`src/rtl/pe_array_scheduler_pkg.sv`:
```
// Shared definitions for the PE array scheduler: FSM encoding, array constants,
// index widths and the layer-configuration validity check.
package pe_array_scheduler_pkg;

    typedef enum logic [2:0] {
        ST_IDLE      = 3'd0,
        ST_LOAD_W    = 3'd1,
        ST_COMPUTE   = 3'd2,
        ST_WAIT_PIPE = 3'd3,
        ST_DRAIN     = 3'd4,
        ST_DONE      = 3'd5
    } state_e;

    localparam int ARRAY_SIZE_DEF = 16;
    localparam int PIPE_LAT_DEF   = 19;
    localparam int ROW_W          = 4;
    localparam int IDX_W          = 8;
    localparam int KS_W           = 3;
    // Wide enough for ofmap_size + kernel_size - 1 = 261 activation beats.
    localparam int BEAT_W         = 9;

    function automatic logic cfg_valid(input logic [IDX_W-1:0] ofmap,
                                       input logic [IDX_W-1:0] nch,
                                       input logic [KS_W-1:0]  ksz,
                                       input int               array_size);
        return (ofmap != 8'd0) && (nch != 8'd0) && (ksz != 3'd0) &&
               (int'(ksz) <= array_size);
    endfunction

endpackage

```
`src/rtl/pe_array_scheduler_sched_counter.sv`:
```
// Clear/enable up-counter with a terminal-count flag; one instance per
// beat stream (weights, activations, pipe wait, drain).
module sched_counter #(
    parameter int W = 8
) (
    input  logic         clk,
    input  logic         reset,
    input  logic         clr,
    input  logic         en,
    input  logic [W-1:0] term,
    output logic [W-1:0] count,
    output logic         tc
);

    logic [W-1:0] count_q;
    logic [W-1:0] count_d;

    // Next count: clear wins over increment.
    always_comb begin
        count_d = count_q;
        if (clr) begin
            count_d = '0;
        end else if (en) begin
            count_d = count_q + W'(1);
        end else begin
            count_d = count_q;
        end
    end

    // Count register.
    always_ff @(posedge clk) begin
        if (reset) begin
            count_q <= '0;
        end else begin
            count_q <= count_d;
        end
    end

    assign count = count_q;
    assign tc    = (count_q == term);

endmodule

```
`src/rtl/pe_array_scheduler.sv`:
```
// Layer scheduler for a weight-stationary PE array: loads weights per channel,
// streams activations, waits out the array pipeline and drains results.
module pe_array_scheduler
    import pe_array_scheduler_pkg::*;
#(
    parameter int ARRAY_SIZE = ARRAY_SIZE_DEF,
    parameter int PIPE_LAT   = PIPE_LAT_DEF
) (
    input  logic             clk,
    input  logic             reset,
    input  logic             start,
    input  logic             operation_mode,
    input  logic [IDX_W-1:0] ofmap_size,
    input  logic [IDX_W-1:0] num_channels,
    input  logic [KS_W-1:0]  kernel_size,
    input  logic             w_valid,
    output logic             w_ready,
    input  logic             act_valid,
    output logic             act_ready,
    output logic             out_valid,
    input  logic             out_ready,
    output logic [ROW_W-1:0] weight_row,
    output logic [IDX_W-1:0] channel_idx,
    output logic [IDX_W-1:0] ofmap_idx,
    output logic             start_computation,
    output logic             busy,
    output logic             done,
    output logic             cfg_err,
    output logic             op_mode_out
);

    state_e             state_q, state_d;
    logic [IDX_W-1:0]   ofmap_q, ofmap_d;
    logic [IDX_W-1:0]   num_ch_q, num_ch_d;
    logic [IDX_W-1:0]   ch_idx_q, ch_idx_d;
    logic [KS_W-1:0]    k_q, k_d;
    logic               mode_q, mode_d;
    logic               cfg_err_q, cfg_err_d;

    logic               w_hs, a_hs, o_hs;
    logic               w_tc, a_tc, p_tc, o_tc;
    logic [BEAT_W-1:0]  act_term;
    logic [BEAT_W-1:0]  act_cnt_unused;
    logic [BEAT_W-1:0]  pipe_cnt_unused;

    // Readies depend only on state; reset forces every control output low.
    assign w_ready           = (state_q == ST_LOAD_W)  && !reset;
    assign act_ready         = (state_q == ST_COMPUTE) && !reset;
    assign out_valid         = (state_q == ST_DRAIN)   && !reset;
    assign done              = (state_q == ST_DONE)    && !reset;
    assign busy              = (state_q != ST_IDLE)    && !reset;
    assign w_hs              = w_valid && w_ready;
    assign a_hs              = act_valid && act_ready;
    assign o_hs              = out_valid && out_ready;
    assign start_computation = w_hs && w_tc;
    assign cfg_err           = cfg_err_q;
    assign channel_idx       = ch_idx_q;
    assign op_mode_out       = mode_q;
    assign act_term          = {1'b0, ofmap_q} + {{(BEAT_W-KS_W){1'b0}}, k_q} - 9'd2;

    sched_counter #(.W(ROW_W)) u_w_cnt (
        .clk(clk), .reset(reset), .clr(state_q != ST_LOAD_W), .en(w_hs),
        .term(ROW_W'(ARRAY_SIZE - 1)), .count(weight_row), .tc(w_tc)
    );

    sched_counter #(.W(BEAT_W)) u_act_cnt (
        .clk(clk), .reset(reset), .clr(state_q != ST_COMPUTE), .en(a_hs),
        .term(act_term), .count(act_cnt_unused), .tc(a_tc)
    );

    sched_counter #(.W(BEAT_W)) u_pipe_cnt (
        .clk(clk), .reset(reset), .clr(state_q != ST_WAIT_PIPE), .en(1'b1),
        .term(BEAT_W'(PIPE_LAT - 1)), .count(pipe_cnt_unused), .tc(p_tc)
    );

    sched_counter #(.W(IDX_W)) u_drain_cnt (
        .clk(clk), .reset(reset), .clr(state_q != ST_DRAIN), .en(o_hs),
        .term(ofmap_q - 8'd1), .count(ofmap_idx), .tc(o_tc)
    );

    // Next-state, config latch and channel sequencing.
    always_comb begin
        state_d   = state_q;
        ofmap_d   = ofmap_q;
        num_ch_d  = num_ch_q;
        k_d       = k_q;
        mode_d    = mode_q;
        ch_idx_d  = ch_idx_q;
        cfg_err_d = 1'b0;
        case (state_q)
            ST_IDLE: begin
                if (start && cfg_valid(ofmap_size, num_channels, kernel_size, ARRAY_SIZE)) begin
                    ofmap_d  = ofmap_size;
                    num_ch_d = num_channels;
                    k_d      = kernel_size;
                    mode_d   = operation_mode;
                    ch_idx_d = 8'd0;
                    state_d  = ST_LOAD_W;
                end else if (start) begin
                    cfg_err_d = 1'b1;
                end else begin
                    state_d = ST_IDLE;
                end
            end
            ST_LOAD_W: begin
                if (w_hs && w_tc) begin
                    state_d = ST_COMPUTE;
                end else begin
                    state_d = ST_LOAD_W;
                end
            end
            ST_COMPUTE: begin
                if (a_hs && a_tc && (ch_idx_q == num_ch_q - 8'd1)) begin
                    state_d = ST_WAIT_PIPE;
                end else if (a_hs && a_tc) begin
                    ch_idx_d = ch_idx_q + 8'd1;
                    state_d  = ST_LOAD_W;
                end else begin
                    state_d = ST_COMPUTE;
                end
            end
            ST_WAIT_PIPE: begin
                if (p_tc) begin
                    state_d = ST_DRAIN;
                end else begin
                    state_d = ST_WAIT_PIPE;
                end
            end
            ST_DRAIN: begin
                if (o_hs && o_tc) begin
                    state_d = ST_DONE;
                end else begin
                    state_d = ST_DRAIN;
                end
            end
            ST_DONE: begin
                state_d = ST_IDLE;
            end
            default: begin
                state_d = ST_IDLE;
            end
        endcase
    end

    // State and latched configuration registers.
    always_ff @(posedge clk) begin
        if (reset) begin
            state_q   <= ST_IDLE;
            ofmap_q   <= 8'd0;
            num_ch_q  <= 8'd0;
            k_q       <= 3'd0;
            mode_q    <= 1'b0;
            ch_idx_q  <= 8'd0;
            cfg_err_q <= 1'b0;
        end else begin
            state_q   <= state_d;
            ofmap_q   <= ofmap_d;
            num_ch_q  <= num_ch_d;
            k_q       <= k_d;
            mode_q    <= mode_d;
            ch_idx_q  <= ch_idx_d;
            cfg_err_q <= cfg_err_d;
        end
    end

endmodule

```
`config.mk`:
```
export PLATFORM = sky130hd
export DESIGN_NAME = pe_array_scheduler
export DESIGN_NICKNAME = d
export VERILOG_FILES = /design/src/rtl/pe_array_scheduler_pkg.sv /design/src/rtl/pe_array_scheduler_sched_counter.sv /design/src/rtl/pe_array_scheduler.sv
export SDC_FILE = /design/constraint.sdc
export NUM_CORES = 1
export LEC_CHECK = 0
export CAP_MARGIN = 20
export CORE_MARGIN = 5
export CORE_UTILIZATION = 25
export CTS_BUF_LIST = sky130_fd_sc_hd__clkbuf_2
export CTS_CLUSTER_SIZE = 25
export DETAILED_ROUTE_END_ITERATION = 10
export GPL_TIMING_DRIVEN = 0
export HOLD_SLACK_MARGIN = 0.15
export PLACE_DENSITY = 0.42
export SKIP_LAST_GASP = 1
export SYNTH_ARGS = -nofsm -noshare
export SYNTH_HDL_FRONTEND = slang
export SYNTH_SLANG_ARGS = --single-unit
```
`constraint.sdc`:
```
create_clock -name clk -period 4 [get_ports clk]
set_clock_uncertainty 0.15 [all_clocks]
set_input_delay 0.8 -clock clk [delete_from_list [all_inputs] [get_ports clk]]
set_output_delay 0.8 -clock clk [all_outputs]
set_load 0.03 [all_outputs]
```
==> flow_metrics.tcl, run 1 <==
set metrics [dict create \
    ys_ff_latch 62 \
    synth_edf_count 0 \
    nets 574 \
    ys_types 57 \
    start_util 0.255 \
    finalWeightedCongestion 0.789 \
    die_area_um2 17400 \
    hold_ws_ns 0.322 \
    clkTransAtPathRegs_ns 0.19 \
    cts.path.max_buffers 2 \
    avgSynthCellArea_um2 8.06 \
    synthToLayoutAreaGrowth_pct 23.8 \
    via_count 3319 \
    antenna_cells 0 \
    hold_class "flop to flop" \
    antenna_found_initial 0 \
    maxSlewHeadroom 0.443 \
    drtIter0Drc 153 \
    tightestPinTransition_ns 0.824 \
    cts_tree "built" \
    synthAdderAreaFrac 0.0860 \
    n_fill_cell 1549 \
    power_mw 1.40 \
    required_ns 3.05 \
    clkLatencyLatePin_ns 0.56 \
    worstSetupEndpointType "output port" \
    grt_pass1_vias 3284 \
    cts_made_buffers 9 \
    synthCells 462 \
    postSynth.asyncResetShare 0 \
    synth_compound_area_frac 0.152 \
    postRouteAntennaNets 0 \
    yosysSeqAreaShare 0.333 \
    critical_path_class "input port to output port" \
    wl_per_cell_um 13.9 \
    leakagePower_nw 1.65 \
    setup_viol 0 \
    die_h_um 132 \
    cts.htree.levels 3 \
    cts.sinks 62 \
    synth-simple-area-share 0.258 \
    status "finished, final reports clean" \
    post_cts_buffers 0 \
    portBuffers 51 \
    post-route-drc-count 0 \
    grt_pass1_wl_mm 16.8 \
    synthMuxAreaShare 0.0108 \
    post-route-period-util 0.950 \
    report.final.slew_viol_count 0 \
    grt_setup_unrepaired "no" \
    multiInputGateArea_um2 2310 \
    layout_commonest_cell "nand2_1" \
    drt_wl_total_mm 9.89 \
    synth_top_family_by_area "simple AND/OR/NAND/NOR gates" \
    grt-ovfl-total 0 \
    cts-root-buf "clkbuf_2" \
    p_per_area_nw_per_um2 304 \
    grt_max_degree 13 \
    final_cell_mix "69 x nand2_1, 62 x dfxtp_1, 50 x clkdlybuf4s50_1, 37 x nor2_1, 28 x inv_1" \
    yosysWarnings 0 \
    cp_data_arrival_time_ns 2.85 \
    crit_fanout 6 \
    die_w_um 132 \
    dp_cells 697 \
    max_cap_viol_count 0 \
    row_count 44 \
    vdd_drop_max_v 0.000119 \
    synth_xor_area_frac 0.113 \
    cp-start-kind "input port" \
    layoutNonFillerInstCount 712 \
    coreArea_um2 14600 \
    cts_hold_buf 0 \
    grt_usage 0.119 \
    io_pins 54 \
    synth_nets 513 \
    drive_gt1_frac 0.0644 \
    ys.flop_type "dfxtp_1" \
    seq_area_um2 1240 \
    avgViaCountPerCell 4.66 \
    max_freq_mhz 263 \
    hpwl_mm 7.72 \
    syn-cell-area_um2 3720 \
    min_period_ns 3.80 \
    finalHoldViolations 0 \
    drt-pass1-iter-count 4 \
]
==> timing repair <==
item | in CTS | in global routing
setup endpoints to repair | 1 | 3
hold endpoints to repair | 0 | 0
pin swaps | 0 | 0
resized for setup | 2 | 3
==> cell families after synthesis <==
family                   after synthesis
multiplexers                           4
flip-flops                            62
XOR/XNOR                              48
adder cells (fa/ha/maj)               25
AO/OA/AOI/OAI                         83
buffers and inverters                 47
AND/OR/NAND/NOR                      193
==> Yosys cell counts (5+ instances only) <==
cell type / number / area share
dfxtp_1: 62 / 0.33
xnor2_1: 25 / 0.059
a21oi_1: 27 / 0.036
nor3_1: 6 / 0.0081
clkbuf_1: 18 / 0.018
nor2_1: 37 / 0.037
nand3_1: 19 / 0.026
o21ai_0: 19 / 0.026
or3_1: 6 / 0.010
nand2_1: 69 / 0.070
ha_1: 24 / 0.081
nor4_1: 9 / 0.015
nand2b_1: 8 / 0.013
inv_1: 28 / 0.028
nor2b_1: 5 / 0.0084
nand4_1: 11 / 0.018
xor2_1: 23 / 0.054
==> path summary, 6_finish.rpt <==
kind	startpoint	end	slack [ns]	cells after the start
max reg2reg	ofmap_q[1]	state_q[1]	0.28	12
min	op_mode_out	op_mode_out	0.32	2
min reg2reg	op_mode_out	op_mode_out	0.32	2
max	reset	start_computation	0.20	5
==> per-layer routing <==
layer  track usage  share of wire
met1         0.156           0.50
met2         0.186           0.45
met3        0.0427          0.040
met4        0.0337          0.011
met5             0              0
==> registers in the layout, summed over array words and instances (netlist names) <==
| name | flops |
|---|---|
| ofmap_q | 8 |
| u_pipe_cnt.count | 9 |
| u_w_cnt.count | 4 |
| channel_idx | 8 |
| u_act_cnt.count | 9 |
| u_drain_cnt.count | 8 |
| num_ch_q | 8 |
| cfg_err | 1 |
| op_mode_out | 1 |
| state_q | 3 |
| k_q | 3 |
==> report_power, final <==
| group | switching, mW | leakage [nW] | internal [mW] | total, mW |
|---|---|---|---|---|
| sequential | 0.0177 | 0.503 | 0.633 | 0.651 |
| clock | 0.269 | 0.0766 | 0.208 | 0.477 |
| combinational | 0.148 | 1.07 | 0.123 | 0.271 |
| total | 0.434 | 1.65 | 0.964 | 1.40 |
==> area by class of cell <==
class / count / area share
buffer: 17 / 0.0144
inverter: 29 / 0.0236
sequential: 62 / 0.269
tap: 184 / 0.0500
timing repair buffer: 51 / 0.111
multi-input combinational: 353 / 0.501
clock buffer: 9 / 0.00977
clock inverter: 7 / 0.0209
==> through the flow <==
stage / TNS [ns] / worst slack, ns / utilization / instance area [um^2]
2_1_floorplan: 0 / 0.713 / - / 3720
4_1_cts: 0 / 0.0400 / 0.316 / 4610
3_5_place_dp: -0.296 / -0.296 / 0.306 / 4460
6_report: 0 / 0.199 / 0.316 / 4610
5_1_grt: 0 / 0.0715 / 0.316 / 4610
3_3_place_gp: -0.296 / -0.296 / 0.306 / 4460
==> worst max-delay path, cell delays in order <==
cell             delay [ns]
clkdlybuf4s50_1        0.53
nor2_1                 0.22
nand3b_1               0.25
nor3_2                 0.33
clkdlybuf4s50_1        0.72
No activity file was read; power rests on OpenSTA's default activity.
==> run 2, diff against run 1 <==
--- a/config.mk
+++ b/config.mk
@@ -18,3 +18,4 @@
 export SYNTH_ARGS = -nofsm -noshare
 export SYNTH_HDL_FRONTEND = slang
 export SYNTH_SLANG_ARGS = --single-unit
+export TNS_END_PERCENT = 30
==> run 2 against run 1 <==
Effect of this change:
- power down 0.14%
- final area about the same
- die area unchanged
- routed wire length up 0.16%
- clock-buffer cell count unchanged
- critical path depth unchanged
- global-route usage unchanged
- largest power group unchanged
==> flow_metrics.tcl, run 2 (same netlist as run 1, synthesis figures left out) <==
set metrics [dict create \
    portBuffers 51 \
    hold_class "flop to flop" \
    crit_fanout 6 \
    grt_max_degree 13 \
    use_met3 0.0427 \
    leakagePower_nw 1.65 \
    layoutNonFillerInstCount 713 \
    p_per_area_nw_per_um2 303 \
    dp_cells 697 \
    p_int_mw 0.964 \
    max_freq_mhz 256 \
    coreArea_um2 14600 \
    grt_usage 0.119 \
    grt_busiest_layer "met2" \
    grt_setup_unrepaired "yes" \
    cp_slowest_cell "clkdlybuf4s50_1" \
    clockPowerShare 0.341 \
    combPwrFrac 0.193 \
    cts-root-buf "clkbuf_2" \
    post-route-drc-count 0 \
    worst-path-buf-inv 2 \
    final_cell_mix "69 x nand2_1, 62 x dfxtp_1, 50 x clkdlybuf4s50_1, 37 x nor2_1, 28 x inv_1" \
    drt-pass1-iter-count 5 \
    row_count 44 \
    finalWeightedCongestion 0.789 \
    report.final.slew_viol_count 0 \
    clkLatencyLatePin_ns 0.56 \
    maxSlewHeadroom 0.443 \
    finalHoldViolations 0 \
    antenna_found_initial 0 \
    cts.htree.levels 3 \
    tightestPinTransition_ns 0.825 \
    nets 575 \
    avgViaCountPerCell 4.68 \
    drt_wl_total_mm 9.90 \
    grt_pass1_wl_mm 16.8 \
    die_h_um 132 \
    grt-ovfl-total 0 \
    seq_power_share 0.466 \
    gr-usage-met1 0.156 \
    grt_pass1_vias 3284 \
    via_count 3337 \
    hpwl_mm 7.72 \
    postRouteAntennaNets 0 \
    die_w_um 132 \
    status "finished, final reports clean" \
    max_cap_viol_count 0 \
    antenna_cells 0 \
    netSwitchingFraction 0.310 \
    io_pins 54 \
    post-route-period-util 0.976 \
    cp_data_arrival_time_ns 2.95 \
    drtIter0Drc 153 \
    synthToLayoutAreaGrowth_pct 23.7 \
    r2r_setup_slack_ns 0.29 \
    vdd_drop_max_v 0.000118 \
    worstSetupEndpointType "output port" \
    cts_hold_buf 0 \
    cts_made_buffers 9 \
    drive_gt1_frac 0.0624 \
    slowest_delay_ns 0.75 \
    crit_family "buffers and inverters" \
    layout_commonest_cell "nand2_1" \
    cpMostUsedCell "clkdlybuf4s50_1" \
    setup_viol 0 \
    p_switching_mw 0.433 \
    required_ns 3.05 \
    cts_tree "built" \
    critical_path_class "input port to output port" \
    min_period_ns 3.90 \
    grtUsageMet2 0.186 \
    die_area_um2 17400 \
    cts.path.max_buffers 2 \
    power_mw 1.40 \
    cts.sinks 62 \
    clkTransAtPathRegs_ns 0.19 \
    start_util 0.255 \
    crit_path_cell_trace "clkdlybuf4s50_1 -> nor2_1 -> nand3b_1 -> nor3_1 -> clkdlybuf4s50_1" \
    wl_per_cell_um 13.9 \
    cp-start-kind "input port" \
]
[run 2: cell types whose count changed in the layout (fill, tap and decap cells not counted)]
cell,delta
nor3_1,+1
nor3_2,-1
clkbuf_1,+1
[run 2: per-layer routing]
layer	part of all wire	up-vias
met4	0.011	0
met2	0.45	56
li1	-	1723
met5	0	-
met3	0.041	7
met1	0.50	1551
[run 2: worst register-to-register path, stage by stage (launching register included)]
cell	delay [ns]
dfxtp_1	0.46
inv_1	0.11
ha_1	0.28
inv_1	0.04
ha_1	0.21
fa_1	0.41
a211o_1	0.34
and3_4	0.19
or3_4	0.37
a211oi_4	0.38
o211ai_4	0.21
and4bb_1	0.24
o31a_1	0.23
[run 2: cell type report]
| class | instances | area [um^2] |
|---|---|---|
| fillers | 1551 | 9980 |
| clock buffers | 9 | 45.0 |
| flip-flops and latches | 62 | 1240 |
| plain buffers | 18 | 70.1 |
| multi-input cells | 353 | 2310 |
| well taps | 184 | 230 |
| clock inverters | 7 | 96.3 |
| repair buffers | 51 | 509 |
| inverters | 29 | 109 |
[run 2: repair_timing]
item | CTS | global route
gates cloned | 0 | 0
buffers inserted | 0 | 0
resized for setup | 2 | 2
setup endpoints to repair | 1 | 3
pin swaps | 0 | 0
[run 2: path summary, 6_finish.rpt]
check | startpoint | end | cells past startpoint
worst max-delay path | reset | start_computation | 5
worst min-delay path | k_q[1] | k_q[1] | 2
worst max register to register | ofmap_q[1] | state_q[1] | 12
worst min register to register | k_q[1] | k_q[1] | 2
[run 2: power by group through the flow]
stage                     registers (mW)  clock network, mW  logic [mW]
after global routing               0.654              0.526       0.306
after CTS                          0.651              0.500       0.272
after detailed placement           0.664                  0       0.269
final                              0.651              0.476       0.270
after floorplan                    0.660                  0       0.192
after global placement             0.664                  0       0.269
[run 2: stage by stage]
step	cell area (um^2)	hold slack (ns)	setup WS, ns	utilization	TNS, ns
after floorplan	3720	0.280	0.713	-	0
after global placement	4460	0.298	-0.296	0.306	-0.296
after detailed placement	4460	0.303	-0.296	0.306	-0.296
after CTS	4610	0.325	0.0400	0.316	0
after global routing	4610	0.353	-0.0303	0.316	-0.0605
final	4610	0.322	0.0954	0.316	0
